### src/rtl/fifo_uart_tx_pkg.sv
// ----------------------------------------------------------------------------
// fifo_uart_tx_pkg
// Shared definitions for the FIFO-fed UART transmitter.
//   state_e  : 3-bit frame sequencer state encoding
//   cntWidth : width of a counter that has to hold the values 0 .. n-1
// ----------------------------------------------------------------------------
package fifo_uart_tx_pkg;

    typedef enum logic [2:0] {
        IDLE  = 3'd0,
        LOAD  = 3'd1,
        START = 3'd2,
        DATA  = 3'd3,
        STOP  = 3'd4
    } state_e;

    // A counter running 0 .. n-1 needs $clog2(n) bits; a single-value
    // counter still needs one bit to exist at all.
    function automatic int cntWidth(input int n);
        return (n <= 2) ? 1 : $clog2(n);
    endfunction

endpackage

### src/rtl/fifo_uart_tx_baud_gen.sv
// ----------------------------------------------------------------------------
// baud_gen
// Bit-period timer. While clear_i is high the counter is held at zero, so the
// first tick after clear_i drops arrives exactly CLKS_PER_BIT cycles later.
// Ports:
//   clk_i   : clock, rising edge
//   rst_i   : asynchronous active-high reset
//   clear_i : hold the counter at zero and suppress the tick
//   tick_o  : one-cycle pulse in the last cycle of each bit period
// ----------------------------------------------------------------------------
module baud_gen
    import fifo_uart_tx_pkg::*;
#(
    parameter int CLKS_PER_BIT = 16
) (
    input  logic clk_i,
    input  logic rst_i,
    input  logic clear_i,
    output logic tick_o
);

    localparam int CW = cntWidth(CLKS_PER_BIT);
    localparam logic [CW-1:0] CNT_MAX = CW'(CLKS_PER_BIT - 1);

    logic [CW-1:0] cnt_q;

    // Free-running modulo-CLKS_PER_BIT counter, restarted by clear_i.
    always_ff @(posedge clk_i or posedge rst_i) begin
        if (rst_i) begin
            cnt_q <= '0;
        end else if (clear_i) begin
            cnt_q <= '0;
        end else if (cnt_q == CNT_MAX) begin
            cnt_q <= '0;
        end else begin
            cnt_q <= cnt_q + 1'b1;
        end
    end

    assign tick_o = !clear_i && (cnt_q == CNT_MAX);

endmodule

### src/rtl/fifo_uart_tx.sv
// ----------------------------------------------------------------------------
// fifo_uart_tx
// Pulls words from a show-ahead FIFO and sends each one as an 8N1-style frame
// (start bit, WIDTH data bits LSB first, stop bit) on an idle-high line.
// Ports:
//   clk_i       : clock, rising edge
//   rst_i       : asynchronous active-high reset
//   fifo_data_i : FIFO head word, valid whenever fifo_size_i is nonzero
//   fifo_size_i : FIFO fill level
//   fifo_get_o  : one-cycle pop strobe (asserted during LOAD)
//   enable_i    : allows new frames to start; never aborts a running frame
//   tx_o        : serial output
//   busy_o      : high whenever a frame is in progress (any state but IDLE)
//   done_o      : one-cycle pulse in the last cycle of the stop bit
// ----------------------------------------------------------------------------
module fifo_uart_tx
    import fifo_uart_tx_pkg::*;
#(
    parameter int WIDTH        = 8,
    parameter int DEPTH        = 7,
    parameter int CLKS_PER_BIT = 16
) (
    input  logic             clk_i,
    input  logic             rst_i,
    input  logic [WIDTH-1:0] fifo_data_i,
    input  logic [DEPTH-1:0] fifo_size_i,
    output logic             fifo_get_o,
    input  logic             enable_i,
    output logic             tx_o,
    output logic             busy_o,
    output logic             done_o
);

    localparam int IW = $clog2(WIDTH + 1);
    localparam logic [IW-1:0] LAST_BIT = IW'(WIDTH - 1);

    state_e           state_q;
    logic [WIDTH-1:0] shreg_q;
    logic [WIDTH-1:0] shreg_d;
    logic [IW-1:0]    bitIdx_q;
    logic             armed_q;
    logic             get_q;
    logic             tx_q;
    logic             busy_q;
    logic             tick;
    logic             baudClear;
    logic             canStart;

    // The bit timer only runs while a bit is actually on the line.
    assign baudClear = (state_q == IDLE) || (state_q == LOAD);

    baud_gen #(
        .CLKS_PER_BIT(CLKS_PER_BIT)
    ) u_baud (
        .clk_i   (clk_i),
        .rst_i   (rst_i),
        .clear_i (baudClear),
        .tick_o  (tick)
    );

    // armed_q keeps the first LOAD after reset release off the first edge.
    assign canStart = armed_q && enable_i && (fifo_size_i != '0);
    assign shreg_d  = shreg_q >> 1;

    // Frame sequencer. tx/get/busy are registered alongside the state so that
    // they change exactly when the state does and never follow an input
    // combinationally.
    always_ff @(posedge clk_i or posedge rst_i) begin
        if (rst_i) begin
            state_q  <= IDLE;
            shreg_q  <= '0;
            bitIdx_q <= '0;
            armed_q  <= 1'b0;
            get_q    <= 1'b0;
            tx_q     <= 1'b1;
            busy_q   <= 1'b0;
        end else begin
            armed_q <= 1'b1;
            case (state_q)
                IDLE: begin
                    if (canStart) begin
                        state_q <= LOAD;
                        get_q   <= 1'b1;
                        busy_q  <= 1'b1;
                    end
                end
                LOAD: begin
                    // The FIFO pops on this same edge; the head is captured
                    // first, so later FIFO writes cannot disturb the frame.
                    shreg_q  <= fifo_data_i;
                    bitIdx_q <= '0;
                    get_q    <= 1'b0;
                    tx_q     <= 1'b0;
                    state_q  <= START;
                end
                START: begin
                    if (tick) begin
                        tx_q    <= shreg_q[0];
                        state_q <= DATA;
                    end
                end
                DATA: begin
                    if (tick) begin
                        if (bitIdx_q == LAST_BIT) begin
                            tx_q    <= 1'b1;
                            state_q <= STOP;
                        end else begin
                            shreg_q  <= shreg_d;
                            tx_q     <= shreg_d[0];
                            bitIdx_q <= bitIdx_q + 1'b1;
                        end
                    end
                end
                STOP: begin
                    if (tick) begin
                        if (canStart) begin
                            state_q <= LOAD;
                            get_q   <= 1'b1;
                        end else begin
                            state_q <= IDLE;
                            busy_q  <= 1'b0;
                        end
                    end
                end
                default: begin
                    state_q <= IDLE;
                    get_q   <= 1'b0;
                    tx_q    <= 1'b1;
                    busy_q  <= 1'b0;
                end
            endcase
        end
    end

    assign fifo_get_o = get_q;
    assign tx_o       = tx_q;
    assign busy_o     = busy_q;
    assign done_o     = (state_q == STOP) && tick;

endmodule

### config.mk
export PLATFORM = sky130hd
export DESIGN_NAME = fifo_uart_tx
export DESIGN_NICKNAME = d
export VERILOG_FILES = /design/src/rtl/fifo_uart_tx_pkg.sv /design/src/rtl/fifo_uart_tx_baud_gen.sv /design/src/rtl/fifo_uart_tx.sv
export SDC_FILE = /design/constraint.sdc
export NUM_CORES = 1
export LEC_CHECK = 0
export ABC_CLOCK_PERIOD_IN_PS = 1900
export BUFFER_PORTS_ARGS = -buffer_cell sky130_fd_sc_hd__clkbuf_2
export CELL_PAD_IN_SITES_DETAIL_PLACEMENT = 0
export CELL_PAD_IN_SITES_GLOBAL_PLACEMENT = 1
export CORE_ASPECT_RATIO = 1.25
export CORE_MARGIN = 3
export CORE_UTILIZATION = 35
export CTS_CLUSTER_DIAMETER = 60
export DETAILED_ROUTE_END_ITERATION = 12
export PLACE_DENSITY = 0.68
export SLEW_MARGIN = 20
export SYNTH_ARGS = -nofsm -noshare
export SYNTH_HDL_FRONTEND = slang
export SYNTH_SLANG_ARGS = --single-unit
### constraint.sdc
create_clock -name clk_i -period 1.9 [get_ports clk_i]
set_clock_uncertainty 0.1 [all_clocks]
set_input_delay 0.095 -clock clk_i [delete_from_list [all_inputs] [get_ports clk_i]]
set_output_delay 0.095 -clock clk_i [all_outputs]
set_load 0.01 [all_outputs]
==> flow_summary.ini <==
[outcome]
outcome = finished, final reports clean

[logic_synthesis]
synth.cell_area_um2 = 1200
yosysWarnings = 0
synth_cells = 108
synthFlopType = dfrtp_1
synth.top_cell.area_share = 0.457
synth_nets = 128
synth_edf_count = 0
synthArstFlopShare = 1.00
synth_area_per_cell_um2 = 11.2
synth.top_cells.by_area = dfrtp_1, o221a_1, nand2b_1
ys_seq_elements = 23
synth_most_common_cell = dfrtp_1
seq_area_frac_synth = 0.479
synth_top_cell_by_area = dfrtp_1
synth_commonest_cells = dfrtp_1, nand2b_1, o221a_1
yosysUniqueCellTypes = 43

[finish]
final_area_um2 = 1460
nNetsFinal = 159
diodes = 0
multi_input_area_um2 = 587
area_delta_synth_final_pct = 21.2
instances_no_fill = 175
fillers = 322
drive_above_1_share = 0.304
ff_latch_area_um2 = 577

[detailed_routing]
avgRoutedWirePerCell_um = 14.5
vias = 950
first_iter_violations = 32
vias_per_cell = 5.43
drt-total-wl_mm = 2.54
drc = 0
drtAntennaViolNets = 0
drt_first_pass_iters = 4

[power]
p_comb_frac = 0.050
pwr-share-seq = 0.591
p_sw_mw = 0.179
p_per_area_nw_per_um2 = 583
p_total_mw = 0.852
netSwitchingFraction = 0.210
internal_power_mw = 0.673
p_leak_nw = 0.671
vdd_drop_max_uv = 406
clockPowerShare = 0.359

[critical_path]
startpoint_type = flip-flop
reg2reg_depth = 5
timing.critical_path.from = bitIdx_q[0]$_DFFE_PP0P_
critPathKind = reg -> reg
crit_arrival_ns = 1.91
cp.required_ns = 2.00
endpoint = shreg_q[5]$_DFFE_PP0P_
reg2reg_setup_slack_ns = 0.09
crit_chain = ha_1 -> and3b_1 -> buf_4 -> o31ai_4 -> o221a_1
r2r_end = shreg_q[5]$_DFFE_PP0P_
critPathMaxFanout = 8
reg2reg_from = bitIdx_q[0]$_DFFE_PP0P_
slowest_delay_ns = 0.42
cp-end-kind = flip-flop
cp_slowest_cell = dfrtp_1

[floorplanning]
dieArea_um2 = 4190
fp.dieH_um = 71.6
start_util = 0.371
rows = 23
io_pins = 22
die_x_um = 58.5
core_region_area_um2 = 3250

[placement]
placed_cells = 169
hpwl_mm = 1.85
pre_cts_slack_ns = 0.0658
place_congestion = 0.748
placed_area_um2 = 1390
port_buffers = 21

[cts]
clk_latency_ns = 0.27
cts_sinks = 23
clockBufferDepth = 2
cts.clk_slew.worst_paths_ns = 0.08
cts_tree = yes
cts-buffers-inserted = 3
htreeDepth = 1
clk_root_buffer_cell = clkbuf_8

[timing]
drv_slew = 0
tightest_slew_ns = 0.517
max_freq_mhz = 553
finalCritPeriodShare = 0.952
period_needed_ns = 1.81
rsz0062_at_grt = false
finalSetupViolCount = 0
fin_setup_tns_ns = 0
worst_slack_ns = 0.0911
hold_viol_final = 0
max_slew_margin = 0.654

[global_routing]
grt_pass1_vias = 1004
antenna_found_initial = 0
grt_pass1_wl_mm = 4.66
grt.overflow.total = 0
track_usage = 0.145
grt_max_degree = 24

[hold_path]
hold_class = in -> reg

[flow_run]
cap_violations = 0
## critical path: cells and delay by family (launching register included)
kind	cells	cell delay, ns
fa+ha+maj	1	0.22
buf+inv	1	0.16
compound gates	2	0.66
simple gates	1	0.20
flops	1	0.42
## worst min path at each step
| stage | cells after the start | slack (ns) | to | start |
|---|---|---|---|---|
| global placement | 3 | 0.03 | shreg_q[6]$_DFFE_PP0P_ | rst_i |
| floorplan | 1 | -0.004 | armed_q$_DFF_PP0_ | rst_i |
| detailed placement | 3 | 0.04 | u_baud.cnt_q[1]$_DFF_PP0_ | rst_i |
| global route | 3 | 0.05 | shreg_q[7]$_DFFE_PP0P_ | fifo_data_i[7] |
| CTS | 3 | 0.02 | shreg_q[7]$_DFFE_PP0P_ | fifo_data_i[7] |
| finish | 3 | 0.03 | shreg_q[7]$_DFFE_PP0P_ | fifo_data_i[7] |
## repair_timing
| action | 4_1_cts | 5_1_grt |
|---|---|---|
| endpoints found under the hold margin | 22 | 0 |
| hold buffers | 1 | 0 |
| endpoints found under the setup margin | 1 | 8 |
| buffers inserted | 1 | 0 |
| cloned | 0 | 0 |
| resized for setup | 0 | 2 |
## area by class of cell
cell class	instances	area share
Timing Repair Buffer	31	0.125
Tap cell	37	0.0317
Multi-Input combinational cell	74	0.402
Clock buffer	4	0.0308
Sequential cell	23	0.395
Inverter	6	0.0154
## power by group through the flow
stage / logic, mW / clock network [mW] / registers [mW]
floorplan: 0.0194 / 0 / 0.512
global placement: 0.0407 / 0 / 0.513
detailed placement: 0.0424 / 0 / 0.513
CTS: 0.0441 / 0.325 / 0.504
global route: 0.0493 / 0.339 / 0.505
finish: 0.0427 / 0.306 / 0.503
## cells by family (layout without fill, tap and decap cells)
group / count (synthesis) / after routing / share of synthesized area
AOI/OAI and AO/OA: 29 / 29 / 0.206
xor gates and xnor gates: 1 / 1 / 0.00727
adders and majority gates: 2 / 2 / 0.0208
buffers and inverters: 11 / 41 / 0.0415
DFF: 23 / 23 / 0.479
muxes: 3 / 3 / 0.0249
other: 1 / 1 / 0.00311
and+or+nand+nor: 38 / 38 / 0.218
## cells in the final DEF, fill, tap and decap left out, drive strengths merged, types with 2 or more instances in the layout
master,n
nor3,3
nor2,5
buf,9
a22oi,2
o221a,7
and3,2
o2bb2ai,2
o211ai,3
o21ai,4
a31o,2
nor2b,2
nand3,2
a21oi,3
dfrtp,22
ha,2
nand2,3
a31oi,2
inv,6
clkbuf,25
mux2i,3
nand2b,8
or3,3
nand4b,2
## per-layer routing
metal  GRT usage  wire length, um
met1       0.187             1140
met2       0.239             1270
met3      0.0162               69
met4      0.0722               56
met5           0                0
## registers in the layout (all words and copies together), names as in the netlist
| register | count |
|---|---|
| shreg_q | 8 |
| tx_o | 1 |
| busy_o | 1 |
| state_q | 3 |
| u_baud.cnt_q | 4 |
| fifo_get_o | 1 |
| armed_q | 1 |
| bitIdx_q | 4 |
## metrics by stage
step	hold slack, ns	utilization
final	0.0259	0.449
after detailed placement	0.0374	0.427
after global routing	0.0480	0.449
after floorplan	-0.00382	-
after CTS	0.0229	0.446
after global placement	0.0301	0.427
No activity file was read; power rests on OpenSTA's default activity.
